[src/rtl/traffic_pkg.sv]
// Shared definitions for the traffic-light mode blocks and the display driver.
// Light codes and the fixed active-low segment patterns.
package traffic_pkg;

    typedef enum logic [1:0] {
        RED       = 2'd0,
        YELLOW    = 2'd1,
        GREEN     = 2'd2,
        UNDEFINED = 2'd3
    } light_t;

    // Segment order is {g,f,e,d,c,b,a}, active low
    localparam logic [6:0] SEG_BLANK = 7'h7F;
    localparam logic [6:0] SEG_DASH  = 7'b0111111;
    localparam logic [6:0] SEG_R     = 7'b0101111;
    localparam logic [6:0] SEG_Y     = 7'b0010001;
    localparam logic [6:0] SEG_G     = 7'b1000010;

endpackage

[src/rtl/seg7_decode.sv]
// Combinational 4-bit value to active-low 7-segment code.
// A dash request overrides a blank request, and both override the value.
module seg7_decode
    import traffic_pkg::*;
(
    input  logic [3:0] val,
    input  logic       blank,
    input  logic       dash,
    output logic [6:0] seg
);

    always_comb begin
        seg = SEG_BLANK;
        if (dash) begin
            seg = SEG_DASH;
        end else if (!blank) begin
            case (val)
                4'd0:    seg = 7'b1000000;
                4'd1:    seg = 7'b1111001;
                4'd2:    seg = 7'b0100100;
                4'd3:    seg = 7'b0110000;
                4'd4:    seg = 7'b0011001;
                4'd5:    seg = 7'b0010010;
                4'd6:    seg = 7'b0000010;
                4'd7:    seg = 7'b1111000;
                4'd8:    seg = 7'b0000000;
                4'd9:    seg = 7'b0010000;
                default: seg = SEG_BLANK;
            endcase
        end
    end

endmodule

[src/rtl/light_display_driver.sv]
// Drives the lamp LEDs and a 4-digit multiplexed 7-segment display from the
// active mode's light code, remaining time and mode number.
module light_display_driver
    import traffic_pkg::*;
#(
    parameter int SCAN_DIV  = 50000,
    parameter int BLINK_DIV = 12500000
)
(
    input  logic       clk,
    input  logic       rst,
    input  logic [1:0] light,
    input  logic [4:0] lightTime,
    input  logic       feedback,
    input  logic [1:0] mode,
    output logic [6:0] seg,
    output logic [3:0] an,
    output logic       ledR,
    output logic       ledY,
    output logic       ledG
);

    localparam int SW = (SCAN_DIV  > 2) ? $clog2(SCAN_DIV)  : 1;
    localparam int BW = (BLINK_DIV > 2) ? $clog2(BLINK_DIV) : 1;

    light_t        l_q;
    logic [4:0]    t_q;
    logic [1:0]    m_q;
    logic          fb_q;
    logic [SW-1:0] scan_cnt;
    logic [1:0]    dig;
    logic [BW-1:0] blink_cnt;
    logic          phase;

    logic          fb_rise;
    logic [1:0]    tens;
    logic [3:0]    ones;
    logic          undef;
    logic [3:0]    dval;
    logic          dblank;
    logic          ddash;
    logic [6:0]    dseg;
    logic [6:0]    seg_nxt;
    logic          blink_en;
    logic          lamp_on;

    always_ff @(posedge clk or posedge rst) begin
        if (rst) begin
            l_q  <= RED;
            t_q  <= '0;
            m_q  <= '0;
            fb_q <= 1'b0;
        end else begin
            l_q  <= light_t'(light);
            t_q  <= lightTime;
            m_q  <= mode;
            fb_q <= feedback;
        end
    end

    always_ff @(posedge clk or posedge rst) begin
        if (rst) begin
            scan_cnt <= '0;
            dig      <= 2'd0;
        end else if (scan_cnt == SW'(SCAN_DIV - 1)) begin
            scan_cnt <= '0;
            dig      <= dig + 2'd1;
        end else begin
            scan_cnt <= scan_cnt + 1'b1;
        end
    end

    assign fb_rise = feedback & ~fb_q;

    // A phase-change restart takes priority over the free-running wrap
    always_ff @(posedge clk or posedge rst) begin
        if (rst) begin
            blink_cnt <= '0;
            phase     <= 1'b1;
        end else if (fb_rise) begin
            blink_cnt <= '0;
            phase     <= 1'b1;
        end else if (blink_cnt == BW'(BLINK_DIV - 1)) begin
            blink_cnt <= '0;
            phase     <= ~phase;
        end else begin
            blink_cnt <= blink_cnt + 1'b1;
        end
    end

    always_comb begin
        if (t_q >= 5'd30)      tens = 2'd3;
        else if (t_q >= 5'd20) tens = 2'd2;
        else if (t_q >= 5'd10) tens = 2'd1;
        else                   tens = 2'd0;
        ones = 4'(t_q - 5'(tens) * 5'd10);
    end

    assign undef = (l_q == UNDEFINED);

    always_comb begin
        dval   = 4'd0;
        dblank = 1'b0;
        ddash  = 1'b0;
        case (dig)
            2'd0: begin
                dval  = ones;
                ddash = undef;
            end
            2'd1: begin
                dval   = {2'b00, tens};
                dblank = (tens == 2'd0);
                ddash  = undef;
            end
            2'd3:    dval = {2'b00, m_q};
            default: dval = 4'd0;
        endcase
    end

    seg7_decode u_dec (
        .val   (dval),
        .blank (dblank),
        .dash  (ddash),
        .seg   (dseg)
    );

    always_comb begin
        seg_nxt = dseg;
        if (dig == 2'd2) begin
            case (l_q)
                RED:     seg_nxt = SEG_R;
                YELLOW:  seg_nxt = SEG_Y;
                GREEN:   seg_nxt = SEG_G;
                default: seg_nxt = SEG_DASH;
            endcase
        end
    end

    assign blink_en = ((l_q == GREEN) || (l_q == YELLOW)) && (t_q <= 5'd3) && (t_q != 5'd0);
    assign lamp_on  = blink_en ? phase : 1'b1;

    // seg and an come from the same dig in the same cycle, so the frame never tears
    always_ff @(posedge clk or posedge rst) begin
        if (rst) begin
            seg  <= SEG_BLANK;
            an   <= 4'hF;
            ledR <= 1'b0;
            ledY <= 1'b0;
            ledG <= 1'b0;
        end else begin
            seg  <= seg_nxt;
            an   <= ~(4'b0001 << dig);
            ledR <= (l_q == RED);
            ledY <= (l_q == YELLOW) && lamp_on;
            ledG <= (l_q == GREEN) && lamp_on;
        end
    end

endmodule

[config.mk]
export PLATFORM = sky130hd
export DESIGN_NAME = light_display_driver
export DESIGN_NICKNAME = d
export VERILOG_FILES = /design/src/rtl/traffic_pkg.sv /design/src/rtl/seg7_decode.sv /design/src/rtl/light_display_driver.sv
export SDC_FILE = /design/constraint.sdc
export NUM_CORES = 1
export LEC_CHECK = 0
export BUFFER_PORTS_ARGS = -buffer_cell sky130_fd_sc_hd__buf_2
export CORE_MARGIN = 3
export CORE_UTILIZATION = 30
export DETAILED_ROUTE_END_ITERATION = 10
export GPL_ROUTABILITY_DRIVEN = 0
export MAX_ROUTING_LAYER = met4
export PLACE_DENSITY = 0.49
export SLEW_MARGIN = 20
export SYNTH_ARGS = -nofsm -noshare
export SYNTH_HDL_FRONTEND = slang
export SYNTH_SLANG_ARGS = --single-unit
[constraint.sdc]
create_clock -name clk -period 2.65 [get_ports clk]
set_input_delay 0.53 -clock clk [delete_from_list [all_inputs] [get_ports clk]]
set_output_delay 0.53 -clock clk [all_outputs]
set_load 0.05 [all_outputs]
# Word level (Yosys, flattened, before mapping)
# Memory sizes are Yosys's and may differ from the RTL's.
# Index checks and enable logic that the tools add are counted.
dict set report classes {
  reduce_logical 11
  n_mul 1
  magnitude_cmp 4
  add_sub_neg 4
  n_mux 16
  shifts 1
  div_mod_pow 0
  n_eq_ne 8
  bitwise_logic 4
}
# op n
set ops {}
lappend ops {{24-bit 2-to-1 mux} 2}
lappend ops {{24-bit by 1-bit adder with 24-bit output (second input constant)} 1}
lappend ops {{24-bit == test (second input constant)} 1}
lappend ops {{7-bit 2-to-1 mux} 3}
lappend ops {{7-bit one-hot mux with 3 select lines} 1}
lappend ops {{16-bit by 1-bit adder with 16-bit output (second input constant)} 1}
lappend ops {{16-bit == test (second input constant)} 1}
lappend ops {{16-bit 2-to-1 mux} 1}
lappend ops {{4-bit one-hot mux with 3 select lines} 1}
lappend ops {{5-bit greater-or-equal comparator (second input constant)} 2}
lappend ops {{2-bit == test (second input constant)} 4}
lappend ops {{2-bit zero test} 3}
lappend ops {{1-bit 2-to-1 mux} 6}
lappend ops {{5-bit by 4-bit greater-or-equal comparator with 1-bit output (second input constant)} 1}
lappend ops {{5-bit by 2-bit <= comparator with 1-bit output (second input constant)} 1}
lappend ops {{5-bit nonzero test} 1}
lappend ops {{2-bit by 1-bit == test with 1-bit output (second input constant)} 2}
lappend ops {{1-bit logical AND} 4}
lappend ops {{2-bit 2-to-1 mux} 2}
lappend ops {{4-bit inverter} 1}
lappend ops {{1-bit by 2-bit left shift with 4-bit output (first input constant)} 1}
lappend ops {{4-bit subtractor} 1}
lappend ops {{2-bit by 3-bit multiplier with 3-bit output (second input constant)} 1}
lappend ops {{2-bit by 1-bit adder with 2-bit output (second input constant)} 1}
lappend ops {{5 further kinds} 6}
dict set report word_totals {
  latchBits 0
  mem_bits_ro 112
  register_bits 67
  ramBits 0
  inputBits 12
  n_memories 1
  elab_cells 63
  out_inout_bits 14
}
# memory words width read_ports rd_ports_with_merged_regs write_ports line_no
set mem_list {}
lappend mem_list {{(name not given)} 16 7 1 0 0 seg7_decode.sv:17} ;# case (val)

# Longest topological paths before layout
# Gate-level depths: netlist of the first run.
# An unclocked memory read counts as a cell.
dict set report logic_depth {
  depth_word 11
  mapped_depth 14
  depth_no_buf 13
}

# Hierarchy
# From an unflattened synthesis of the first run, not the netlist that was laid out.
dict set report hier_totals {
  hier_cells 328
  hier_area_um2 3365.7
}
# module cells_per_inst area_per_inst_um2 instances seq_area_each_um2
set modules_own_cells {}
lappend modules_own_cells {light_display_driver 298 3134.3 1 1691.6}
lappend modules_own_cells {seg7_decode 30 231.5 1 0.0}

# Worst setup path after synthesis of the first run
# No wires, ideal clock.
dict set report synth_path {
  kind {register to register}
  start {register t_q[4]}
  end {register seg[3]}
  stages_incl_launch_ff 15
  slack_ns -0.207
  period_less_slack_ns 2.857
  t_arrival_ns 2.764
  setup_ns 0.093
  path_buffers 1
  cell_sequence {dfrtp_1 > buf_2 > inv_1 > maj3_1 > a22o_1 > ha_1 > nand2b_1 > a31oi_1 > inv_1 > ha_1 > and3b_1 > a32oi_1 > o211ai_1 > a31oi_1 > a21oi_1}
}
dict set report synth_via {
  elab_chain_len 11
}
# element line_no
set synth_rtl {}
lappend synth_rtl {{start: declaration} light_display_driver.sv:27} ;# logic [4:0] t_q;
lappend synth_rtl {{start signal: assignment} light_display_driver.sv:55} ;# t_q <= lightTime;
lappend synth_rtl {{5-bit by 4-bit greater-or-equal comparator with 1-bit output} light_display_driver.sv:94} ;# else if (t_q >= 5'd10) tens = 2'd1;
lappend synth_rtl {{1-bit 2-to-1 mux} light_display_driver.sv:94}
lappend synth_rtl {{2-bit 2-to-1 mux} light_display_driver.sv:93} ;# else if (t_q >= 5'd20) tens = 2'd2;
lappend synth_rtl {{2-bit 2-to-1 mux *} light_display_driver.sv:92} ;# if (t_q >= 5'd30) tens = 2'd3;
lappend synth_rtl {{2-bit by 3-bit multiplier with 3-bit output} light_display_driver.sv:96} ;# ones = 4'(t_q - 5'(tens) * 5'd10);
lappend synth_rtl {{4-bit subtractor} light_display_driver.sv:96}
lappend synth_rtl {{4-bit one-hot mux with 3 select lines} light_display_driver.sv:105} ;# case (dig)
lappend synth_rtl {{memory read 16 x 7 bit} n/a}
lappend synth_rtl {{7-bit 2-to-1 mux *} seg7_decode.sv:16} ;# end else if (!blank) begin
lappend synth_rtl {{7-bit 2-to-1 mux *} seg7_decode.sv:14} ;# if (dash) begin
lappend synth_rtl {{7-bit 2-to-1 mux *} light_display_driver.sv:129} ;# if (dig == 2'd2) begin
lappend synth_rtl {{net seg_nxt[3]} light_display_driver.sv:43} ;# logic [6:0] seg_nxt;
lappend synth_rtl {{end signal: assignment} light_display_driver.sv:151} ;# seg <= seg_nxt;
lappend synth_rtl {{end: declaration} light_display_driver.sv:16} ;# output logic [6:0] seg,
# Mark *: on every way through the listed nets, which the timed path passes. The rest lies on a longest branch.
# A chain may end at the register's enable or synchronous reset.

# Worst setup path in the final report of the first run
dict set report layout_path {
  start {register t_q[1]}
  end {register seg[3]}
}
dict set report layout_via {
  elab_chain_len 11
}
# element line_no
set layout_rtl {}
lappend layout_rtl {{5-bit by 4-bit greater-or-equal comparator with 1-bit output} light_display_driver.sv:94}
lappend layout_rtl {{1-bit 2-to-1 mux} light_display_driver.sv:94}
lappend layout_rtl {{2-bit 2-to-1 mux} light_display_driver.sv:93}
lappend layout_rtl {{2-bit 2-to-1 mux} light_display_driver.sv:92}
lappend layout_rtl {{2-bit by 3-bit multiplier with 3-bit output} light_display_driver.sv:96}
lappend layout_rtl {{4-bit subtractor} light_display_driver.sv:96}
lappend layout_rtl {{4-bit one-hot mux with 3 select lines} light_display_driver.sv:105}
lappend layout_rtl {{memory read 16 x 7 bit} n/a}
lappend layout_rtl {{7-bit 2-to-1 mux *} seg7_decode.sv:16}
lappend layout_rtl {{7-bit 2-to-1 mux *} seg7_decode.sv:14}
lappend layout_rtl {{7-bit 2-to-1 mux *} light_display_driver.sv:129}
lappend layout_rtl {{net seg_nxt[3]} light_display_driver.sv:43}
# Marks and branches as above.

==> results of run 1 <==
==> worst max-delay path by stage <==
stage / from / endpoint / slack, ns / cells past startpoint
after floorplan: t_q[2]$_DFF_PP0_ / seg[3]$_DFF_PP1_ / 0.004 / 13
after global placement: t_q[1]$_DFF_PP0_ / seg[3]$_DFF_PP1_ / 0.07 / 12
after detailed placement: t_q[1]$_DFF_PP0_ / seg[3]$_DFF_PP1_ / -0.008 / 12
after CTS: t_q[1]$_DFF_PP0_ / seg[3]$_DFF_PP1_ / 0.02 / 12
after global routing: t_q[1]$_DFF_PP0_ / seg[3]$_DFF_PP1_ / -0.01 / 12
final: t_q[1]$_DFF_PP0_ / seg[3]$_DFF_PP1_ / 0.13 / 12
==> worst register-to-register path, delay by kind of cell (launching register included) <==
kind                       cells  cell delay, ns
adders and majority gates      3            0.74
DFF                            1            0.39
and+or+nand+nor                2            0.32
buffers and inverters          1            0.08
AOI/OAI and AO/OA              6            0.89
==> kinds of logic (layout without fill, tap and decap cells) <==
family                     count (synthesis)  count (layout)  synth area share
muxes                                      2               2          0.006037
xor gates and xnor gates                  36              36           0.08949
AOI/OAI and AO/OA                         41              41           0.08168
adders and majority gates                 21              21           0.07600
buffers and inverters                     33              78           0.04474
and+or+nand+nor                          134             134            0.2220
DFF                                       67              67            0.4801
==> sequential cells by signal, indices dropped and copies added, names as in the netlist, 2 cells and up <==
| signal | cells |
|---|---|
| dig | 2 |
| seg | 7 |
| l_q | 2 |
| m_q | 2 |
| an | 4 |
| t_q | 5 |
| scan_cnt | 16 |
| blink_cnt | 24 |
==> metal layers <==
metal / track usage / up-vias
li1: - / 1226
met1: 0.1500 / 1190
met2: 0.1835 / 34
met3: 0.03118 / 13
met4: 0.05701 / 0
met5: - / -
==> cell type report <==
type                    instances  area (sq um)  area share
multi-input cells             234          1718      0.4039
flip-flops and latches         67          1692      0.3978
repair buffers                 38         235.2     0.05531
clock buffers                  10         229.0     0.05384
well taps                     140         175.2     0.04119
clock inverters                 6         113.9     0.02677
inverters                      24         90.09     0.02118
==> stage by stage <==
step                      std cells  setup slack (ns)  setup TNS (ns)    util  hold slack (ns)
final                           519            0.1341               0  0.3806           0.2277
after global routing            519          -0.01080        -0.01419  0.3806           0.2754
after CTS                       517           0.02028               0  0.3776           0.2466
after detailed placement        500         -0.007573       -0.007573  0.3448           0.4677
after global placement          500           0.07107               0  0.3448           0.4597
after floorplan                 334          0.004119               0       -           0.4501
==> report_power, final <==
group          switching (mW)  total (mW)  internal (mW)
Sequential             0.0369        1.13           1.09
Combinational           0.236       0.362          0.126
Clock                   0.458        1.38          0.922
==> cells in the mapped netlist, types with 2 or more instances <==
| master | n | area, sq um |
|---|---|---|
| nor2b_1 | 4 | 25.02 |
| nand2b_1 | 5 | 31.28 |
| nor3_2 | 3 | 30.03 |
| nor4b_1 | 3 | 26.28 |
| buf_2 | 2 | 10.01 |
| ha_1 | 19 | 237.7 |
| and4_1 | 3 | 26.28 |
| and2_1 | 2 | 12.51 |
| dfrtp_1 | 55 | 1376 |
| nor2_1 | 44 | 165.2 |
| o21ai_0 | 9 | 45.04 |
| inv_1 | 24 | 90.09 |
| nand3_2 | 2 | 20.02 |
| nand2_1 | 21 | 78.83 |
| nand4_1 | 6 | 37.54 |
| buf_6 | 4 | 45.04 |
| o2111ai_1 | 2 | 17.52 |
| a21oi_1 | 7 | 35.03 |
| nand3_1 | 18 | 90.09 |
| dfstp_2 | 12 | 315.3 |
| a22oi_1 | 4 | 30.03 |
| xnor2_1 | 25 | 219.0 |
| o211ai_1 | 3 | 22.52 |
| and3_1 | 2 | 12.51 |
| a31oi_1 | 5 | 31.28 |
| nor4_4 | 3 | 63.81 |
| nor3_1 | 4 | 20.02 |
| or4bb_1 | 2 | 22.52 |
| xor2_1 | 11 | 96.34 |
| clkbuf_1 | 2 | 7.510 |
==> what timing repair did <==
item / CTS / global route
resized for setup: 3 / 6
pin swaps: 1 / 7
cloned: 0 / 0
setup endpoints to repair: 1 / 6
setup buffers: 1 / 2
==> summary.md, run 1 <==
| Metric | Value |
|---|---|
| Starting density of the core | `0.3153` |
| Fmax | `a little under 0.4 GHz` |
| Setup violators final | `0` |
| Reg2reg start | `t_q[1]$_DFF_PP0_` |
| Commonest non-fill, non-tap cells in the layout | `dfrtp_1, nor2_1, xnor2_1, buf_2` |
| Slew HR | `0.6051` |
| Flop-to-flop setup slack | `roughly 0.13 ns` |
| Synthesized netlist net count | `roughly 370` |
| CTS tree | `done` |
| Initial drt markers | `76` |
| IO Port Bufs | `25` |
| Slew Limit Fails | `0` |
| Post-synth ARST share | `1.000` |
| CP max-delay cell | `dfrtp_1` |
| Die Ht | `between 100 and 150 um` |
| M1 WL | `roughly 3300 um` |
| Post-Route WL | `roughly 6900 um` |
| Fillers | `about 1.1k` |
| Leakage power | `1.863 nW` |
| Met2 WL post-DR | `3159 um` |
| Vias | `approximately 2.5k` |
| Crit-path cells | `maj3_2, a22o_1, ha_1, nand2b_4, a31oi_4, inv_2, ha_4, and3b_1, a32oi_1, o211ai_1, a31oi_1, a21oi_1` |
| Slowest stage delay, CP | `0.39 ns` |
| GRT Total Usage | `0.1206` |
| Clk_lat worst skew | `approximately 0.33 ns` |
| Top Metal Used | `met4` |
| Syn Inst Count | `334` |
| Root Buffer | `clkbuf_16` |
| Crit path buf inv count | `1` |
| Ant diodes | `0` |
| Min cycle time layout | `around 2.5 ns` |
| Post-synth EDFFs | `0` |
| H-tree depth | `3` |
| Syn_area_per_cell | `between 10 and 15 sq um` |
| Commonest non-fill, non-tap cell in the layout | `dfrtp_1` |
| DR pass1 iterations | `4` |
| Worst-path maximum fanout | `4` |
| Total gr overflow | `0` |
| First-pass GRT wire length | `about 12,000 um` |
| Synth Cell Area | `approximately 3500 sq um` |
| Vias in the first global route | `2,517` |
| Tightest Pin Transition | `roughly 0.6 ns` |
| Worst Hold Class | `primary input to async pin` |
| Critical path type | `flip-flop to flip-flop` |
| Die W | `between 100 and 150 um` |
| Ratio of cells with drive above 1 in the final layout | `0.2401` |
| Drt drc | `0` |
| CTS buffer count | `9` |
| Worst-path clk slew | `approximately 0.06 ns` |
| Unique cell type count in the Yosys netlist | `58` |
| Longest Clk Path Bufs | `2` |
| Ys flop type | `dfrtp_1` |
| Required time of the worst setup path | `2.90 ns` |
| Core area | `11,170 sq um` |
| Largest net degree at the start of global routing | `46` |
| Design Area, Final | `approximately 4300 sq um` |
| R2R Path End | `seg[3]$_DFF_PP1_` |
| CP delay by family, top | `compound AO/OA/AOI/OAI gates` |
| Hold buffers post-CTS | `0` |
| Startpoint Class | `flip-flop` |
| Sink Count | `67` |
| CP endpoint kind | `flip-flop` |
| RSZ-0062 raised after global routing | `yes` |
| Sequential cell area fraction in the yosys report | `0.4801` |
| Area grow syn2layout | `20.70%` |
| Initial antenna violation count | `0` |
| P per Cell Area | `approximately 680 nW/um^2` |
| #FFs+latches synth | `67` |
| Die area | `~13,000 sq um` |
| Core Rows | `38` |
| Hold violation count in the final report | `0` |
| Crit path DAT | `around 2.8 ns` |
| Outcome | `complete, no violations` |
| Synth warn | `0` |
| Top-level I/O count | `26` |
| Power, Total | `~2.9 mW` |
| Period utilization | `0.9494` |
| Layout Nets | `just over 400` |
| Antenna viol nets, final | `0` |
| Met3 Wirelength | `231 um` |
| Wire per inst | `13.21 um` |
| Worst vdd ir | `~0.00049 V` |
| Vias per inst | `4.746` |
| Hpwl dp | `roughly 4900 um` |
| Area post-placement | `a little under 4000 sq um` |
| Clock skew | `0.005161 ns` |
| R2R depth | `12` |
| Total of max-cap violations | `0` |
Power figures use the tool's default switching activity.
==> inputs of run 2 (changes only) <==
- CELL_PAD_IN_SITES_DETAIL_PLACEMENT: unset -> 1
- CELL_PAD_IN_SITES_GLOBAL_PLACEMENT: unset -> 1
- PLACE_DENSITY: 0.49 -> 0.58
==> run 2 against run 1 <==
Net effect:
- design area is 0.56% higher
- global-route usage is 1.5 points higher
- register-to-register slack hardly changed
- worst setup slack better by 0.015 ns
- via count is 3.0% higher
- critical path depth is 1 higher
==> summary.md, run 2 (same netlist as run 1, synthesis figures left out) <==
| Metric | Value |
|---|---|
| Outcome | `complete, no violations (unchanged)` |
| Period utilization | `0.9438 (was 0.9494)` |
| GRT Total Usage | `0.1352 (was 0.1206)` |
| Sequential Area | `1692 sq um (unchanged)` |
| Ratio of cells with drive above 1 in the final layout | `0.2447 (was 0.2401)` |
| Area grow syn2layout | `21.38% (was 20.70%)` |
| Core Rows | `38 (unchanged)` |
| Worst-path maximum fanout | `3 (was 4)` |
| Sink Count | `67 (unchanged)` |
| H-tree depth | `3 (unchanged)` |
| Required time of the worst setup path | `2.91 ns (was 2.90 ns)` |
| Die W | `114.4 um (unchanged)` |
| Ant diodes | `0 (unchanged)` |
| Initial drt markers | `71 (was 76)` |
| CP max-delay cell | `dfrtp_1 (unchanged)` |
| Initial antenna violation count | `0 (unchanged)` |
| Reg2reg start | `t_q[4]$_DFF_PP0_ (was t_q[1]$_DFF_PP0_)` |
| Crit path buf inv count | `2 (was 1)` |
| CTS buffer count | `9 (unchanged)` |
| Slew Limit Fails | `0 (unchanged)` |
| Max reg flops | `24 (unchanged)` |
| Vias in the first global route | `2,653 (was 2,517)` |
| Total gr overflow | `0 (unchanged)` |
| Root Buffer | `clkbuf_16 (unchanged)` |
| Starting density of the core | `0.3153 (unchanged)` |
| Fillers | `1,250 (was 1,096)` |
| R2R depth | `13 (was 12)` |
| Hold violation count in the final report | `0 (unchanged)` |
| CP startpoint | `t_q[4]$_DFF_PP0_ (was t_q[1]$_DFF_PP0_)` |
| First-pass GRT wire length | `13,370 um (was 12,030 um)` |
| CP delay by family, top | `compound AO/OA/AOI/OAI gates (unchanged)` |
| CTS tree | `done (unchanged)` |
| Largest net degree at the start of global routing | `29 (was 46)` |
| Worst vdd ir | `0.0004313 V (was 0.0004851 V)` |
| Commonest non-fill, non-tap cells in the layout | `dfrtp_1, nor2_1, xnor2_1, buf_2 (unchanged)` |
| CP endpoint kind | `flip-flop (unchanged)` |
| Top Registers | `blink_cnt: 24 flops, scan_cnt: 16 flops, seg: 7 flops (unchanged)` |
| Commonest non-fill, non-tap cell in the layout | `dfrtp_1 (unchanged)` |
| Most used cell, CP | `inv_2` |
| Design Area, Final | `4277 sq um (was 4253 sq um)` |
| Worst-path clk slew | `0.06 ns (about the same)` |
| P per Cell Area | `672.7 nW/um^2 (was 675.2 nW/um^2)` |
| Layout Nets | `407 (was 406)` |
| Tightest Pin Transition | `0.6291 ns (was 0.5908 ns)` |
| Antenna viol nets, final | `0 (unchanged)` |
| Fmax | `0.3998 GHz (was 0.3975 GHz)` |
| Total of max-cap violations | `0 (unchanged)` |
| Slew HR | `0.5800 (was 0.6051)` |
| Power, Total | `2.877 mW (was 2.872 mW)` |
| Core area | `11,170 sq um (unchanged)` |
| Vias per inst | `4.877 (was 4.746)` |
| Clock skew | `0.006118 ns (was 0.005161 ns)` |
| Min cycle time layout | `2.501 ns (was 2.516 ns)` |
| DR pass1 iterations | `4 (unchanged)` |
| Crit. path cell count | `13 (was 12)` |
| Largest Register | `blink_cnt (unchanged)` |
| Longest Clk Path Bufs | `2 (unchanged)` |
| Multi-input gate area | `1722 sq um (was 1718 sq um)` |
| Drt drc | `0 (unchanged)` |
| Cells after DPL | `502 (was 500)` |
| Worst Hold Class | `primary input to async pin (unchanged)` |
| Die area | `13,080 sq um (unchanged)` |
| Crit-path cells | `inv_2, maj3_2, a22o_1, ha_1, nand2b_4, a31oi_4, inv_2, ha_4, and3b_1, a32oi_1, o211ai_1, a31oi_1, a21oi_1 (was maj3_2, a22o_1, ha_1, nand2b_4, a31oi_4, inv_2, ha_4, and3b_1, a32oi_1, o211ai_1, a31oi_1, a21oi_1)` |
| Area post-placement | `3880 sq um (was 3852 sq um)` |
| Leakage power | `1.873 nW (was 1.863 nW)` |
| Crit path DAT | `2.76 ns (was 2.77 ns)` |
| Startpoint Class | `flip-flop (unchanged)` |
| Hpwl dp | `5530 um (was 4854 um)` |
| Clk_lat worst skew | `0.34 ns (was 0.33 ns)` |
| Finished Layout Cells | `520 (was 519)` |
| Critical path type | `flip-flop to flip-flop (unchanged)` |
| Post-Route WL | `7639 um (was 6857 um)` |
| Slowest stage delay, CP | `0.36 ns (was 0.39 ns)` |
| Flop-to-flop setup slack | `0.15 ns (was 0.13 ns)` |
| IO Port Bufs | `25 (unchanged)` |
| Setup violators final | `0 (unchanged)` |
| Top-level I/O count | `26 (unchanged)` |
| Die Ht | `114.4 um (unchanged)` |
| Vias | `2,536 (was 2,463)` |
| Wire per inst | `14.69 um (was 13.21 um)` |
run 2: cell type report:
cell class                      count  share of cell area
Multi-Input combinational cell    234              0.4026
Sequential cell                    67              0.3956
Timing Repair Buffer               39             0.05968
Clock buffer                       10             0.05354
Tap cell                          140             0.04096
Clock inverter                      6             0.02662
Inverter                           24             0.02106
run 2: power breakdown:
| part | total [mW] | internal, mW | switching, mW |
|---|---|---|---|
| logic | 0.363 | 0.126 | 0.237 |
| clock network | 1.38 | 0.920 | 0.460 |
| registers | 1.13 | 1.09 | 0.0400 |
run 2: worst reg2reg max path: cells and delay by family, from the launching register on:
| family | cells | cell delay [ns] |
|---|---|---|
| flops | 1 | 0.36 |
| compound gates | 6 | 0.89 |
| buf+inv | 2 | 0.11 |
| fa+ha+maj | 3 | 0.73 |
| simple gates | 2 | 0.32 |
run 2: path summary, 6_finish.rpt:
path / endpoint
setup / recovery: seg[3]$_DFF_PP1_
hold / removal: scan_cnt[4]$_DFF_PP0_
setup reg to reg: seg[3]$_DFF_PP1_
hold reg to reg: phase$_DFFE_PP1P_
max in group asynchronous: seg[6]$_DFF_PP1_
min in group clk: m_q[1]$_DFF_PP0_
run 2: metrics by stage:
| stage | util | setup slack [ns] | TNS (ns) | hold WS, ns |
|---|---|---|---|---|
| 6_report | 0.3828 | 0.1489 | 0 | 0.2742 |
| 5_1_grt | 0.3828 | -0.0001008 | -0.0001008 | 0.2828 |
| 4_1_cts | 0.3810 | 0.01147 | 0 | 0.2781 |
| 3_5_place_dp | 0.3473 | -0.05641 | -0.05641 | 0.4798 |
| 3_3_place_gp | 0.3473 | 0.05779 | 0 | 0.4628 |
| 2_1_floorplan | - | 0.004119 | 0 | 0.4501 |
run 2: timing repair:
action | CTS | global route
endpoints found under the setup margin | 1 | 7
pin swaps | 2 | 6
hold buffers | 0 | 0
resized for setup | 4 | 5
setup buffers | 1 | 1
run 2: metal layers:
layer / up-vias / track usage / share of wire
met5: - / - / 0
li1: 1220 / - / -
met1: 1274 / 0.1801 / 0.49
met3: 12 / 0.04070 / 0.036
met4: 0 / 0.05463 / 0.021
met2: 30 / 0.1920 / 0.45
==> inputs of run 3 (changes only) <==
- CORE_UTILIZATION: 30 -> 35
- PLACE_DENSITY: 0.58 -> 0.64
- clock period: 2.65 -> 3 ns (I/O delays scaled with it)
==> run 3 against run 2 <==
Net effect:
- cell count decreased by 3.3%
- sequential power shrank 12%
- clock skew increased by 0.0023 ns
- maximum frequency fell by 8.3%
- worst hold slack improved by 0.075 ns
- die area shrank 14%
- clock power is 45% lower
- core utilization is 4.1 points higher
- largest power group is now sequential cells
==> summary.md, run 3 (same netlist as run 1, synthesis figures left out) <==
| Metric | Value |
|---|---|
| Outcome | `complete, no violations (unchanged)` |
| Slowest stage delay, CP | `0.43 ns (was 0.36 ns)` |
| Area grow syn2layout | `14.20% (was 21.38%)` |
| Clock skew | `0.008452 ns (was 0.006118 ns)` |
| Worst Hold Class | `primary input to async pin (unchanged)` |
| Leakage power | `1.773 nW (was 1.873 nW)` |
| Most used cell, CP | `a31oi_1 (was inv_2)` |
| First-pass GRT wire length | `12,950 um (was 13,370 um)` |
| Layout Nets | `401 (was 407)` |
| Max reg flops | `24 (unchanged)` |
| IO Port Bufs | `25 (unchanged)` |
| PnR worst setup slack | `0.2714 ns (was 0.1489 ns)` |
| Critical path type | `flip-flop to flip-flop (unchanged)` |
| Startpoint Class | `flip-flop (unchanged)` |
| R2R Path End | `seg[3]$_DFF_PP1_ (unchanged)` |
| Ant diodes | `0 (unchanged)` |
| Top Registers | `blink_cnt: 24 flops, scan_cnt: 16 flops, seg: 7 flops (unchanged)` |
| Crit path DAT | `2.98 ns (was 2.76 ns)` |
| Hold violation count in the final report | `0 (unchanged)` |
| Root Buffer | `clkbuf_8 (was clkbuf_16)` |
| H-tree depth | `3 (unchanged)` |
| Wire per inst | `14.91 um (was 14.69 um)` |
| Post-Route WL | `7499 um (was 7639 um)` |
| Largest net degree at the start of global routing | `39 (was 29)` |
| Vias per inst | `4.877 (about the same)` |
| Total of max-cap violations | `0 (unchanged)` |
| Fmax | `0.3665 GHz (was 0.3998 GHz)` |
| Crit. path cell count | `12 (was 13)` |
| Core area | `9503 sq um (was 11,170 sq um)` |
| Antenna viol nets, final | `0 (unchanged)` |
| Post-Route Setup TNS | `0 ns (unchanged)` |
| Commonest non-fill, non-tap cells in the layout | `dfrtp_1, nor2_1, xnor2_1, buf_2, inv_1 (was dfrtp_1, nor2_1, xnor2_1, buf_2)` |
| Required time of the worst setup path | `3.26 ns (was 2.91 ns)` |
| Top-level I/O count | `26 (unchanged)` |
| Initial antenna violation count | `0 (unchanged)` |
| Die W | `106.3 um (was 114.4 um)` |
| Ratio of cells with drive above 1 in the final layout | `0.2166 (was 0.2447)` |
| Longest Clk Path Bufs | `2 (unchanged)` |
| CP startpoint | `t_q[1]$_DFF_PP0_ (was t_q[4]$_DFF_PP0_)` |
| Total gr overflow | `0 (unchanged)` |
| Min cycle time layout | `2.729 ns (was 2.501 ns)` |
| P per Cell Area | `513.5 nW/um^2 (was 672.7 nW/um^2)` |
| Starting density of the core | `0.3708 (was 0.3153)` |
| CTS tree | `done (unchanged)` |
| Crit path buf inv count | `1 (was 2)` |
| DR pass1 iterations | `5 (was 4)` |
| Die Ht | `106.3 um (was 114.4 um)` |
| Worst vdd ir | `0.0001799 V (was 0.0004313 V)` |
| RSZ-0062 raised after global routing | `no` |
| Sink Count | `67 (unchanged)` |
| Reg2reg start | `t_q[1]$_DFF_PP0_ (was t_q[4]$_DFF_PP0_)` |
| Tightest Pin Transition | `0.6742 ns (was 0.6291 ns)` |
| Worst-path clk slew | `0.07 ns (was 0.06 ns)` |
| Vias in the first global route | `2,641 (was 2,653)` |
| Vias | `2,453 (was 2,536)` |
| CP delay by family, top | `compound AO/OA/AOI/OAI gates (unchanged)` |
| Crit-path cells | `maj3_1, a22o_1, ha_1, nand2b_1, a31oi_1, inv_1, ha_2, and3b_1, a32oi_1, o211ai_1, a31oi_1, a21oi_1 (was inv_2, maj3_2, a22o_1, ha_1, nand2b_4, a31oi_4, inv_2, ha_4, and3b_1, a32oi_1, o211ai_1, a31oi_1, a21oi_1)` |
| CP max-delay cell | `dfrtp_2 (was dfrtp_1)` |
| Setup violators final | `0 (unchanged)` |
| Dpl ws | `0.1377 ns (was -0.05641 ns)` |
| Period utilization | `0.9095 (was 0.9438)` |
| Worst-path maximum fanout | `4 (was 3)` |
| Core Rows | `35 (was 38)` |
| Commonest non-fill, non-tap cell in the layout | `dfrtp_1 (unchanged)` |
| Flop-to-flop setup slack | `0.27 ns (was 0.15 ns)` |
| Clk_lat worst skew | `0.35 ns (was 0.34 ns)` |
| Largest Register | `blink_cnt (unchanged)` |
| Crit path to | `seg[3]$_DFF_PP1_ (unchanged)` |
| GRT Total Usage | `0.1487 (was 0.1352)` |
| R2R depth | `12 (was 13)` |
| Initial drt markers | `75 (was 71)` |
| CTS buffer count | `9 (unchanged)` |
| Drt drc | `0 (unchanged)` |
| Slew HR | `0.5471 (was 0.5800)` |
| CP endpoint kind | `flip-flop (unchanged)` |
| Slew Limit Fails | `0 (unchanged)` |
| Hpwl dp | `5369 um (was 5530 um)` |
| Die area | `11,310 sq um (was 13,080 sq um)` |
run 3: repair_timing:
action,4_1_cts,5_1_grt
gates resized for setup,0,3
setup buffers,0,1
endpoints found under the setup margin,0,1
hold endpoints to repair,0,0
hold buffers,0,0
run 3: worst min-delay path by stage:
stage	end	cells after the start
6_report	scan_cnt[9]$_DFF_PP0_	2
5_1_grt	t_q[3]$_DFF_PP0_	1
4_1_cts	m_q[1]$_DFF_PP0_	1
3_5_place_dp	phase$_DFFE_PP1P_	1
3_3_place_gp	phase$_DFFE_PP1P_	1
2_1_floorplan	blink_cnt[0]$_DFF_PP0_	1
run 3: through the flow:
stage / std cells / area (sq um) / total power [mW] / utilization / hold WS (ns)
2_1_floorplan: 334 / 3523 / 1.239 / - / 0.4501
3_3_place_gp: 486 / 3807 / 1.315 / 0.4007 / 0.4703
3_5_place_dp: 486 / 3807 / 1.324 / 0.4007 / 0.4805
4_1_cts: 502 / 4010 / 2.106 / 0.4220 / 0.3288
5_1_grt: 503 / 4024 / 2.185 / 0.4234 / 0.3299
6_report: 503 / 4024 / 2.066 / 0.4234 / 0.3495
run 3: layer usage:
metal  track usage  vias to the layer above  part of all wire
li1              -                     1210                 -
met4       0.03793                        0             0.012
met1        0.1772                     1196              0.47
met2        0.2434                       39              0.48
met3       0.04918                        8             0.040
met5             -                        -                 0
run 3: power by group:
part           switching, mW  internal (mW)
registers             0.0367          0.965
logic                  0.206         0.0987
clock network          0.355          0.406
total                  0.597           1.47
run 3: layout make-up:
type	count	area, sq um
fillers	1087	5479
flip-flops and latches	67	1693
multi-input cells	234	1679
repair buffers	33	197.7
well taps	129	161.4
clock buffers	10	137.6
inverters	24	90.09
clock inverters	6	65.06
run 3: worst reg2reg max path, cell delays in order, from the launching register on:
cell,delay [ns]
dfrtp_2,0.43
maj3_1,0.36
a22o_1,0.19
ha_1,0.26
nand2b_1,0.15
a31oi_1,0.18
inv_1,0.11
ha_2,0.22
and3b_1,0.18
a32oi_1,0.19
o211ai_1,0.12
a31oi_1,0.17
a21oi_1,0.08
